File: config.mk
export PLATFORM = sky130hd
export DESIGN_NAME = regbank_sequencer
export DESIGN_NICKNAME = d
export VERILOG_FILES = /design/src/rtl/regbank_sequencer.sv
export SDC_FILE = /design/constraint.sdc
export NUM_CORES = 1
export LEC_CHECK = 0
export BUFFER_PORTS_ARGS = -buffer_cell sky130_fd_sc_hd__buf_4
export CAP_MARGIN = 10
export CORE_MARGIN = 2
export CORE_UTILIZATION = 62
export CTS_BUF_LIST = sky130_fd_sc_hd__clkbuf_8
export DETAILED_ROUTE_END_ITERATION = 12
export PLACE_DENSITY = 0.93
export SETUP_SLACK_MARGIN = 0.3
export SYNTH_ARGS = -nofsm -noshare
export SYNTH_HDL_FRONTEND = slang
export SYNTH_SLANG_ARGS = --single-unit
File: constraint.sdc
create_clock -name clk -period 7.37 [get_ports clk]
set_clock_uncertainty 0.1 [all_clocks]
set_input_delay 0.737 -clock clk [delete_from_list [all_inputs] [get_ports clk]]
set_output_delay 0.737 -clock clk [all_outputs]
set_load 0.02 [all_outputs]
File: src/rtl/regbank_sequencer.sv
// Command-driven initiator for the 32x32 2R1W register bank: FILL, COPY, ADD and SWAP.
// It accepts one command at a time over valid/ready and drives the bank read/write ports.
module regbank_sequencer #(
  parameter int DW = 32,
  parameter int AW = 5
) (
  input  logic          clk,
  input  logic          reset,
  input  logic          cmd_valid,
  output logic          cmd_ready,
  input  logic [1:0]    cmd_op,
  input  logic [AW-1:0] cmd_a,
  input  logic [AW-1:0] cmd_b,
  input  logic [AW-1:0] cmd_d,
  input  logic [AW:0]   cmd_len,
  input  logic [DW-1:0] cmd_imm,
  output logic [AW-1:0] sr1,
  output logic [AW-1:0] sr2,
  output logic [AW-1:0] wr,
  output logic          write,
  output logic [DW-1:0] writereg,
  input  logic [DW-1:0] readreg1,
  input  logic [DW-1:0] readreg2,
  output logic          busy,
  output logic          done
);

  localparam int LW = AW + 1;

  typedef enum logic [1:0] {S_IDLE, S_EXEC, S_SWAP2, S_DONE} state_t;
  typedef enum logic [1:0] {OP_FILL = 2'b00, OP_COPY = 2'b01, OP_ADD = 2'b10, OP_SWAP = 2'b11} op_t;

  state_t        state_q;
  op_t           op_q;
  logic [AW-1:0] a_q, b_q, d_q;
  logic [LW-1:0] len_q, cnt_q;
  logic [DW-1:0] imm_q, tmp_q;
  logic [AW-1:0] sr1_q, sr2_q, wr_q;
  logic          write_q;

  logic [AW-1:0] step_d;
  logic          more_d;

  // step_d is the offset of the next element; indices wrap modulo the bank depth.
  always_comb begin
    step_d = cnt_q[AW-1:0] + AW'(1);
    more_d = (cnt_q + LW'(1)) < len_q;
  end

  always_ff @(posedge clk or negedge reset) begin
    if (!reset) begin
      state_q <= S_IDLE;
      op_q    <= OP_FILL;
      a_q     <= '0;
      b_q     <= '0;
      d_q     <= '0;
      len_q   <= '0;
      cnt_q   <= '0;
      imm_q   <= '0;
      tmp_q   <= '0;
      sr1_q   <= '0;
      sr2_q   <= '0;
      wr_q    <= '0;
      write_q <= 1'b0;
    end else begin
      case (state_q)
        S_IDLE: begin
          if (cmd_valid) begin
            op_q    <= op_t'(cmd_op);
            a_q     <= cmd_a;
            b_q     <= cmd_b;
            d_q     <= cmd_d;
            len_q   <= cmd_len;
            imm_q   <= cmd_imm;
            cnt_q   <= '0;
            sr1_q   <= cmd_a;
            sr2_q   <= cmd_b;
            state_q <= S_EXEC;
            case (op_t'(cmd_op))
              OP_FILL, OP_COPY: begin
                wr_q    <= cmd_d;
                write_q <= (cmd_len != '0);
              end
              OP_ADD: begin
                wr_q    <= cmd_d;
                write_q <= 1'b1;
              end
              default: begin
                wr_q    <= cmd_a;
                write_q <= 1'b1;
              end
            endcase
          end
        end
        S_EXEC: begin
          case (op_q)
            OP_FILL, OP_COPY: begin
              if (more_d) begin
                cnt_q   <= cnt_q + LW'(1);
                sr1_q   <= a_q + step_d;
                wr_q    <= d_q + step_d;
                write_q <= 1'b1;
              end else begin
                write_q <= 1'b0;
                state_q <= S_DONE;
              end
            end
            OP_ADD: begin
              write_q <= 1'b0;
              state_q <= S_DONE;
            end
            default: begin
              tmp_q   <= readreg1;
              wr_q    <= b_q;
              write_q <= 1'b1;
              state_q <= S_SWAP2;
            end
          endcase
        end
        S_SWAP2: begin
          write_q <= 1'b0;
          state_q <= S_DONE;
        end
        default: state_q <= S_IDLE;
      endcase
    end
  end

  always_comb begin
    writereg = '0;
    if (write_q) begin
      case (op_q)
        OP_FILL: writereg = imm_q;
        OP_COPY: writereg = readreg1;
        OP_ADD:  writereg = readreg1 + readreg2;
        OP_SWAP: writereg = (state_q == S_SWAP2) ? tmp_q : readreg2;
        default: writereg = '0;
      endcase
    end
  end

  assign sr1       = sr1_q;
  assign sr2       = sr2_q;
  assign wr        = wr_q;
  assign write     = write_q;
  assign cmd_ready = (state_q == S_IDLE);
  assign busy      = (state_q != S_IDLE);
  assign done      = (state_q == S_DONE);

endmodule

# Word-level counts from Yosys, hierarchy flattened
# Cells that the tools add are included.
[word_totals]
ff_bits = 106
output_inout_bits = 51
wordCells = 75
[classes]
n_addsub = 5
magnitude_cmp = 1
eq_ne = 14
n_mux = 25
bitwise = 1
n_reduce_logical = 17
[op_table]
columns = ["operator", "n"]
rows = [
  ["case mux 32 bit (4 select lines)", 1],
  ["two-way mux 32 bit", 2],
  ["adder 32 bit", 1],
  ["two-way mux 5 bit", 6],
  ["case mux 5 bit (2 select lines)", 3],
  ["two-way mux 6 bit", 3],
  ["case mux 6 bit (2 select lines)", 1],
  ["adder 5 bit", 2],
  ["equality test 2 bit, second input constant", 5],
  ["!= test 2 bit, second input constant", 4],
  ["AND reduction 2 bit", 4],
  ["AND reduction 4 bit", 2],
  ["adder 6 x 1 -> 6 bit, second input constant", 1],
  ["equality test 2 x 1 -> 1 bit, second input constant", 3],
  ["logical NOT 2 bit", 3],
  ["< comparator 6 bit", 1],
  ["!= test 3 bit, second input constant", 2],
  ["case mux 2 bit (3 select lines)", 1],
  ["nonzero test 6 bit", 1],
  ["OR reduction 3 bit", 2],
  ["adder 5 x 1 -> 5 bit, second input constant", 1],
  ["two-way mux 2 bit", 2],
  ["case mux 2 bit (2 select lines)", 1],
  ["nonzero test 2 bit", 2],
  ["6 further kinds", 9],
]

# Longest topological paths before layout
# Gate-level depths: netlist of run 1.
[logic_depth]
word_depth = 5
depth_mapped = 10
ltp_nobuf = 10

# Least setup slack after synthesis of run 1
# Ideal clock, no wire load.
[synth_timing]
kind = "in2out"
start = "input readreg1[0]"
end = "output writereg[26]"
arrival_ns = 2.885
required_ns = 6.533
path_slack_ns = 3.648
cell_stages = 10
cell_sequence = "ha_1 inv_1 fa_1 nor2b_1 o31a_2 o31ai_2 a2111oi_4 nor2_2 or4_1 nand3_1"
[synth_between]
elab_chain_len = 3
[synth_rtl]
columns = ["element", "line_no", "text"]
rows = [
  ["start, declared", "22", "input logic [DW-1:0] readreg1,"],
  ["adder 32 bit", "135", "OP_ADD: writereg = readreg1 + readreg2;"],
  ["case mux 32 bit (4 select lines)", "132", "case (op_q)"],
  ["two-way mux 32 bit", "131", "if (write_q) begin"],
  ["end, declared", "21", "output logic [DW-1:0] writereg,"],
]
# No other way between the ends.

# Worst setup path after layout of run 1
# Ends and elaborated chain as after synthesis.

==> impl_metrics.py, run 1 <==
metrics = {
    "place": {
        "port_buffers": 172,
        "pre_cts_ws_ns": 3.25,
        "gp_congestion": 0.944,
        "dpl.hpwl_mm": 16.3,
    },
    "critical_path": {
        "cp_max_fo": 4,
        "critPathLaunchType": "input port",
        "crit_required_ns": 6.53,
        "cpMaxStageDelayCell": "or4_1",
        "max_stage_delay_ns": 0.52,
        "cp.arrival_ns": 3.32,
        "reg2reg_depth": 9,
        "crit_chain": "buf_4 > ha_1 > inv_1 > fa_1 > nor2b_1 > o31a_2 > o31ai_2 > a2111oi_4 > nor2_2 > or4_1 > nand3_1 > buf_4",
        "path_class": "in2out",
        "crit_start": "readreg1[0]",
        "r2r_slack_ns": 3.99,
        "end_kind": "output port",
        "r2r-end": "wr[1]",
        "timing.rr.start": "cnt_q[0]",
        "cp_common_cell": "buf_4",
    },
    "synth": {
        "synth_flop_cell": "dfrtp_1",
        "netlist_top_cells_count": "117 x mux2_2, 106 x dfrtp_1, 59 x a21oi_1, 55 x o21ai_0, 53 x nand2_1",
        "synthArstFlopShare_pct": 100,
        "syn_inst": 815,
        "yosys.area.top_type": "dfrtp_1",
        "synth-edff-count": 0,
        "yosys_warnings": 0,
        "syn_nets": 990,
        "synth_top_area_share_pct": 33.4,
        "synthesis.area_um2": 7930,
        "synthMostInstantiatedCell": "mux2_2",
        "yosysSeqAreaShare_pct": 33.4,
        "synth_area_leaders": "dfrtp_1 33%, mux2_2 17%, ha_1 7.9%",
        "synth.distinct_cells": 62,
        "synth_area_per_cell_um2": 9.73,
        "synth-seq-cells": 106,
    },
    "global_routing": {
        "grt_pass1_wl_mm": 36.0,
        "grt_use_total_pct": 33.8,
        "grt_max_degree": 73,
        "gr-total-overflow": 0,
        "grt_pass1_vias": 7299,
        "antenna_found_initial": 0,
    },
    "sta": {
        "tightest_slew_ns": 1.03,
        "fin_ws_ns": 3.21,
        "setup_viol": 0,
        "final.period_utilization_pct": 56.4,
        "fin_setup_tns_ns": 0,
        "period_needed_ns": 4.16,
        "fmax_mhz": 241,
        "rsz0062_at_grt": "false",
        "slew_viol_final": 0,
        "final_hold_viol_count": 0,
        "whs_ns": 0.170,
        "slew-limit-headroom_pct": 31.0,
    },
    "clocking": {
        "numCtsBuffers": 9,
        "holdBufCountCts": 0,
        "clk_pin_slew_worst_paths_ns": 0.11,
        "post_cts_buffers": 0,
        "cts_sinks": 106,
        "cts_tree": "done",
        "clock_path_buffers": 2,
        "cts_max_level": 3,
        "cts_root_buffer": "clkbuf_8",
        "clk_latency_ns": 0.41,
        "cts_resized": 0,
    },
    "routing": {
        "wire_per_inst_um": 19.7,
        "detail-route-antenna-nets": 0,
        "vias": 7141,
        "totalWireLength_mm": 22.4,
        "vias_per_cell": 6.30,
        "drt_iter0_drc": 576,
        "drcViolationCount": 0,
        "drt-pass1-iter-count": 5,
    },
    "die": {
        "die_h_um": 117,
        "row_count": 41,
        "die_area_um2": 13700,
        "die_w_um": 117,
        "ios": 173,
        "core_area_um2": 12600,
        "start_util_pct": 63.1,
    },
    "power_and_ir_drop": {
        "leakagePower_nw": 4.33,
        "p_per_area_nw_per_um2": 385,
        "vdd_drop_max_mv": 0.269,
    },
    "finish": {
        "fin_nets": 1132,
        "fin_util_pct": 75.9,
        "drive_above_1_share_pct": 35.1,
        "areaGrowthSynthToFinish_pct": 20.2,
        "diodes": 0,
    },
    "flow_run": {
        "cap_violations": 0,
    },
    "status": {
        "outcome": "finished clean",
    },
    "worst_hold_path": {
        "hp-class": "in2async",
    },
}
-- layout make-up --
cell class              count  area, µm²
clock inverters             6       70.1
flip-flops and latches    106       2660
repair buffers            180       1350
well taps                 172        215
fillers                   880       3030
multi-input cells         629       4990
clock buffers              10        138
inverters                  31        116
-- state kept, by name (all words and copies together), names as in the netlist --
| register | cells |
|---|---|
| a_q | 5 |
| cnt_q | 6 |
| d_q | 5 |
| imm_q | 32 |
| len_q | 6 |
| op_q | 2 |
| sr1 | 5 |
| sr2 | 5 |
| state_q | 2 |
| tmp_q | 32 |
| wr | 5 |
| write | 1 |
-- power by group --
group          internal [mW]  leakage [nW]  switching, mW
logic                   1.05          2.97           1.17
clock network          0.143         0.105          0.232
registers              0.870          1.25          0.209
total                   2.06          4.33           1.62
-- cells by family after synthesis --
| group | share of synthesized area, % |
|---|---|
| compound gates | 15.5 |
| flops | 33.4 |
| fa+ha+maj | 8.64 |
| simple gates | 11.4 |
| xor+xnor | 3.75 |
| buf+inv | 3.88 |
| mux | 23.3 |
-- cell usage in the layout, fill, tap and decap left out, types with 17 or more instances in the layout --
cell type | synthesis | routed
nand2_1 | 53 | 52
xnor2_1 | 19 | 19
nor2_1 | 34 | 34
mux2i_1 | 41 | 41
dfrtp_1 | 106 | 104
buf_4 | 0 | 180
nand4_1 | 17 | 17
mux2_2 | 117 | 117
ha_1 | 50 | 49
o21ai_0 | 55 | 55
a21oi_1 | 59 | 59
inv_1 | 31 | 31
-- worst max-delay path, delay by kind of cell --
| family | cells | cell delay [ns] |
|---|---|---|
| compound gates | 3 | 0.75 |
| fa+ha+maj | 2 | 0.59 |
| buf+inv | 3 | 0.30 |
| simple gates | 4 | 0.94 |
-- routing by layer --
metal	global-route usage, %	part of all wire, %
met5	0	0
met4	13.6	3.0
met3	7.62	6.8
met2	57.8	50
met1	41.8	40
-- stage by stage --
stage	cell area (µm²)	total power, mW	std cells
after floorplan	7930	2.54	815
after CTS	9540	3.67	1134
after detailed placement	9330	3.27	1118
after global routing	9540	3.91	1134
final	9540	3.67	1134
after global placement	9330	3.17	1118
-- worst max path at each step --
stage              endpoint  slack, ns
6_report       writereg[26]       3.21
5_1_grt        writereg[29]       3.05
3_5_place_dp   writereg[26]       3.25
2_1_floorplan  writereg[26]       3.65
4_1_cts        writereg[30]       3.22
3_3_place_gp   writereg[26]       3.33
(Power assumes the default switching activity.)
==> run 2: changes to the inputs <==
Settings changed: ABC_AREA set to 1, CORE_UTILIZATION 62 to 58, PLACE_DENSITY 0.93 to 0.88.
Clock period 7.37 ns to 4.15 ns, I/O delays scaled along.
==> run 2 against run 1 <==
Non-clock buffer count up 5. Sequential power up 74%. Total power up 74%. Area after synthesis up 7.2%. First-iteration DRC count up 29%. Sequential cell count unchanged. Setup slack worse by 2.4 ns. Clock power up 89%. Critical path depth down 7. Via count up 22%. Clock-buffer cell count unchanged. Largest power group unchanged.
==> impl_metrics.py, run 2 <==
metrics = {
    "sta": {
        "fin_setup_tns_ns": 0,
        "whs_ns": 0.132,
        "final.period_utilization_pct": 79.6,
        "period_needed_ns": 3.31,
        "fin_ws_ns": 0.845,
        "final_hold_viol_count": 0,
        "tightest_slew_ns": 1.10,
        "slew_viol_final": 0,
        "slew-limit-headroom_pct": 26.5,
        "setup_viol": 0,
        "rsz0062_at_grt": "false",
        "fmax_mhz": 303,
    },
    "routing": {
        "drt-pass1-iter-count": 5,
        "vias_per_cell": 5.67,
        "totalWireLength_mm": 25.8,
        "drcViolationCount": 0,
        "drt_iter0_drc": 741,
        "vias": 8688,
        "wire_per_inst_um": 16.8,
        "detail-route-antenna-nets": 0,
    },
    "synth": {
        "syn_nets": 1362,
        "synth-seq-cells": 106,
        "yosys_warnings": 0,
        "synth-edff-count": 0,
        "netlist_top_cells_count": "336 x nand2_1, 162 x inv_1, 106 x dfrtp_1, 99 x a21oi_1, 89 x o21ai_0",
        "synth_top_area_share_pct": 31.2,
        "synth_area_per_cell_um2": 7.16,
        "synthMostInstantiatedCell": "nand2_1",
        "yosysSeqAreaShare_pct": 31.2,
        "yosys.area.top_type": "dfrtp_1",
        "synth_area_leaders": "dfrtp_1 31%, nand2_1 15%, mux2_2 7.9%",
        "synthesis.area_um2": 8500,
        "synth.distinct_cells": 49,
        "synthArstFlopShare_pct": 100,
        "syn_inst": 1187,
        "synth_flop_cell": "dfrtp_1",
    },
    "power_and_ir_drop": {
        "p_per_area_nw_per_um2": 631,
        "p_seq_share_pct": 29.4,
        "leakagePower_nw": 5.36,
        "sw_frac_of_total_pct": 47.4,
        "p_int_mw": 3.37,
        "total_power_mw": 6.40,
        "vdd_drop_max_mv": 0.533,
        "power.switching_mw": 3.03,
        "p_comb_share_pct": 59.4,
        "power_frac_clock_pct": 11.1,
    },
    "critical_path": {
        "crit_required_ns": 3.63,
        "critPathLaunchType": "flip-flop",
        "path_class": "reg2out",
        "cpMaxStageDelayCell": "inv_1",
        "crit_chain": "nor2_1 > inv_1 > o21ai_0 > a21oi_1 > buf_4",
        "cp.arrival_ns": 2.79,
        "crit_start": "op_q[0]",
        "crit_family": "buffers and inverters",
        "end_kind": "output port",
        "critPathBufInv": 2,
        "max_stage_delay_ns": 0.80,
        "timing.rr.start": "cnt_q[2]",
        "cp_max_fo": 31,
    },
    "clocking": {
        "numCtsBuffers": 9,
        "clk_pin_slew_worst_paths_ns": 0.11,
        "clk_latency_ns": 0.40,
        "cts_max_level": 3,
        "cts_sinks": 106,
        "post_cts_buffers": 0,
        "clock_path_buffers": 2,
        "cts_tree": "done",
        "cts_root_buffer": "clkbuf_8",
    },
    "finish": {
        "fin_util_pct": 70.4,
        "drive_above_1_share_pct": 23.1,
        "fin_nets": 1519,
        "final_cells": 1533,
        "final.fill_count": 1235,
        "areaGrowthSynthToFinish_pct": 19.4,
        "layout_common_cells": "335 x nand2_1, 184 x buf_4, 163 x inv_1",
        "finalInstanceArea_um2": 10100,
        "final_common_cell": "nand2_1",
        "largest_registers": "imm_q: 32 flops, tmp_q: 32 flops",
        "diodes": 0,
    },
    "status": {
        "outcome": "finished clean",
    },
    "global_routing": {
        "grt_pass1_wl_mm": 42.1,
        "gr-total-overflow": 0,
        "grt_max_degree": 52,
        "grt_use_total_pct": 33.3,
        "antenna_found_initial": 1,
        "grt_pass1_vias": 8564,
    },
    "flow_run": {
        "cap_violations": 0,
    },
    "die": {
        "ios": 173,
        "die_w_um": 125,
        "die_h_um": 125,
        "row_count": 44,
        "die_area_um2": 15600,
        "core_area_um2": 14400,
        "start_util_pct": 58.9,
    },
    "worst_hold_path": {
        "hp-class": "in2reg",
        "worstHoldStart": "cmd_imm[31]",
    },
    "place": {
        "dpl.hpwl_mm": 19.5,
        "gp_congestion": 0.981,
        "pre_cts_ws_ns": 1.30,
        "port_buffers": 172,
        "post_dp_cell_area_um2": 9920,
        "dp_cells": 1516,
    },
}
-- run 2: area by class of cell --
type / instances / area [µm²] / share of cell area, %
Timing Repair Buffer: 185 / 1390 / 13.7
Clock inverter: 6 / 77.6 / 0.764
Clock buffer: 10 / 138 / 1.36
Inverter: 164 / 616 / 6.07
Multi-Input combinational cell: 878 / 5040 / 49.7
Sequential cell: 106 / 2650 / 26.1
Tap cell: 184 / 230 / 2.27
-- run 2: power by group through the flow --
stage / Sequential (mW) / Clock, mW / Combinational, mW
after floorplan: 1.84 / 0 / 2.48
after detailed placement: 1.89 / 0 / 3.74
final: 1.88 / 0.711 / 3.81
after global placement: 1.87 / 0 / 3.63
after global routing: 1.94 / 0.755 / 4.15
after CTS: 1.87 / 0.723 / 3.77
-- run 2: cell families after synthesis --
family	share of synthesized area, %
compound gates	15.6
flops	31.2
simple gates	25.7
xor+xnor	0.618
fa+ha+maj	8.06
buf+inv	9.51
mux	9.37
-- run 2: metal layers --
layer  GRT usage, %  routed length, µm
met5              0                  0
met4           16.6               1060
met3           5.78               2000
met2           54.9              11900
met1           42.4              10800
-- run 2: final timing paths --
kind	to	cells after the start	slack, ns
max	writereg[26]	5	0.84
min	imm_q[31]	2	0.13
max reg2reg	wr[1]	12	1.40
min reg2reg	len_q[1]	2	0.40
max in group asynchronous	imm_q[23]	3	2.59
min in group asynchronous	tmp_q[7]	2	0.47
-- run 2: repair_timing --
| item | 4_1_cts | 5_1_grt |
|---|---|---|
| hold buffers | 1 | 0 |
| gates resized for setup | 0 | 0 |
| endpoints found under the hold margin | 49 | 0 |
==> run 3: changes to the inputs <==
Settings changed: ABC_AREA 1 to 0, CORE_UTILIZATION 58 to 52, PLACE_DENSITY 0.88 to 0.84.
Clock period 4.15 ns to 2.95 ns, I/O delays scaled along.
==> run 3 against run 2 <==
The flow now finishes with violations (negative setup slack). Sequential share of layout area decreased by 0.74 points. Wire length decreased by 8.9%. Clock power rose by 33%. Register-to-register slack got worse by 1.0 ns. Worst hold slack worse by 0.12 ns. Final cell count shrank 21%. Sequential cell count unchanged. First-iteration DRC count down 33%. Highest routed layer unchanged.
==> impl_metrics.py, run 3 (synthesis gave the netlist of run 1 again) <==
metrics = {
    "global_routing": {
        "gr-total-overflow": 0,
        "antenna_found_initial": 0,
        "grt_pass1_vias": 7350,
        "grt_use_total_pct": 28.5,
        "grt_max_degree": 56,
        "grt_pass1_wl_mm": 37.0,
    },
    "die": {
        "die_w_um": 128,
        "ios": 173,
        "die_area_um2": 16300,
        "core_area_um2": 15000,
        "start_util_pct": 52.8,
        "row_count": 45,
        "die_h_um": 128,
    },
    "worst_hold_path": {
        "hp-class": "in2reg",
    },
    "finish": {
        "areaGrowthSynthToFinish_pct": 31.9,
        "layout_common_cells": "213 x buf_4, 117 x mux2_2, 102 x dfrtp_1",
        "largest_registers": "imm_q: 32 flops, tmp_q: 32 flops",
        "final_common_cell": "buf_4",
        "fin_nets": 1186,
        "final.fill_count": 1112,
        "diodes": 0,
        "drive_above_1_share_pct": 45.6,
    },
    "critical_path": {
        "cp.arrival_ns": 2.57,
        "cp_max_fo": 7,
        "path_class": "in2out",
        "critPathLaunchType": "input port",
        "crit_required_ns": 2.56,
        "end_kind": "output port",
    },
    "status": {
        "violations": "negative setup slack",
        "outcome": "complete, but fails checks",
    },
    "routing": {
        "wire_per_inst_um": 19.5,
        "detail-route-antenna-nets": 0,
        "totalWireLength_mm": 23.5,
        "drcViolationCount": 0,
        "vias": 7338,
        "drt_iter0_drc": 499,
        "vias_per_cell": 6.09,
        "drt-pass1-iter-count": 5,
    },
    "power_and_ir_drop": {
        "p_per_area_nw_per_um2": 932,
        "leakagePower_nw": 4.67,
        "total_power_mw": 9.76,
        "vdd_drop_max_mv": 0.646,
    },
    "sta": {
        "final.period_utilization_pct": 101,
        "tightest_slew_ns": 0.584,
        "slew-limit-headroom_pct": 60.7,
        "fin_ws_ns": -0.0192,
        "whs_ns": 0.0165,
        "period_needed_ns": 2.97,
        "setup_viol": 1,
        "slew_viol_final": 0,
        "fmax_mhz": 337,
        "rsz0062_at_grt": "true",
        "final_hold_viol_count": 0,
    },
    "clocking": {
        "cts_max_level": 3,
        "cts_tree": "done",
        "numCtsBuffers": 9,
        "cts_sinks": 106,
        "cts_root_buffer": "clkbuf_8",
        "clk_latency_ns": 0.40,
        "clk_pin_slew_worst_paths_ns": 0.11,
        "clock_path_buffers": 2,
    },
    "place": {
        "port_buffers": 172,
        "gp_congestion": 0.982,
        "dpl.hpwl_mm": 16.9,
    },
    "flow_run": {
        "cap_violations": 0,
    },
}
## run 3: power breakdown
| group | total, mW | internal [mW] | switching [mW] |
|---|---|---|---|
| sequential | 2.64 | 2.18 | 0.462 |
| combinational | 6.17 | 3.06 | 3.11 |
| clock | 0.944 | 0.393 | 0.551 |
## run 3: metrics by stage
stage	util, %	setup slack (ns)	area (µm²)	TNS [ns]	std cells
after floorplan	-	0.201	7940	0	815
after global placement	64.1	-0.106	9640	-0.159	1167
after detailed placement	64.1	-0.137	9640	-0.363	1167
after CTS	67.8	-0.0225	10200	-0.0225	1192
after global routing	69.6	-0.0485	10500	-0.150	1204
final	69.6	-0.0192	10500	-0.0192	1204
## run 3: final timing paths
check | slack, ns | start | end | cells past startpoint
max in group asynchronous | 1.77 | reset | tmp_q[28] | 3
min in group asynchronous | 0.22 | reset | imm_q[10] | 2
setup / recovery | -0.02 | readreg2[12] | writereg[29] | 10
hold / removal | 0.02 | cmd_imm[9] | imm_q[9] | 2
setup reg to reg | 0.39 | cnt_q[2] | sr1[2] | 8
hold reg to reg | 0.40 | tmp_q[1] | tmp_q[1] | 2
## run 3: critical path, stage by stage
cell and delay (ns):
buf_4 0.12, ha_2 0.41, nand4_1 0.16, nor3_1 0.38, o21ai_4 0.14, nand2_2 0.16, a31oi_4 0.13, or4_1 0.52
nand3_1 0.11, buf_4 0.15
## run 3: layout make-up
type / count / area, µm² / area share [%]
multi-input combinational: 629 / 5380 / 51.4
clock buffer: 9 / 124 / 1.18
clock inverter: 7 / 71.3 / 0.681
sequential: 106 / 2660 / 25.4
inverter: 31 / 116 / 1.11
tap: 188 / 235 / 2.25
timing repair buffer: 234 / 1880 / 18.0
## run 3: layer usage
layer  up-vias  wire length (µm)  global-route usage, %
li1       3396                 -                      -
met2       338             11400                   47.6
met3        51              1860                   5.70
met4         0               596                   10.8
met5         -                 0                      0
met1      3553              9650                   36.6
## run 3: repair_timing
| action | in CTS | in global routing |
|---|---|---|
| setup endpoints to repair | 46 | 46 |
| resized for setup | 63 | 50 |
| pin swaps | 29 | 24 |
| buffers inserted | 8 | 11 |
| gates cloned | 0 | 1 |
| hold buffers | 1 | 0 |
| endpoints found under the hold margin | 21 | 0 |
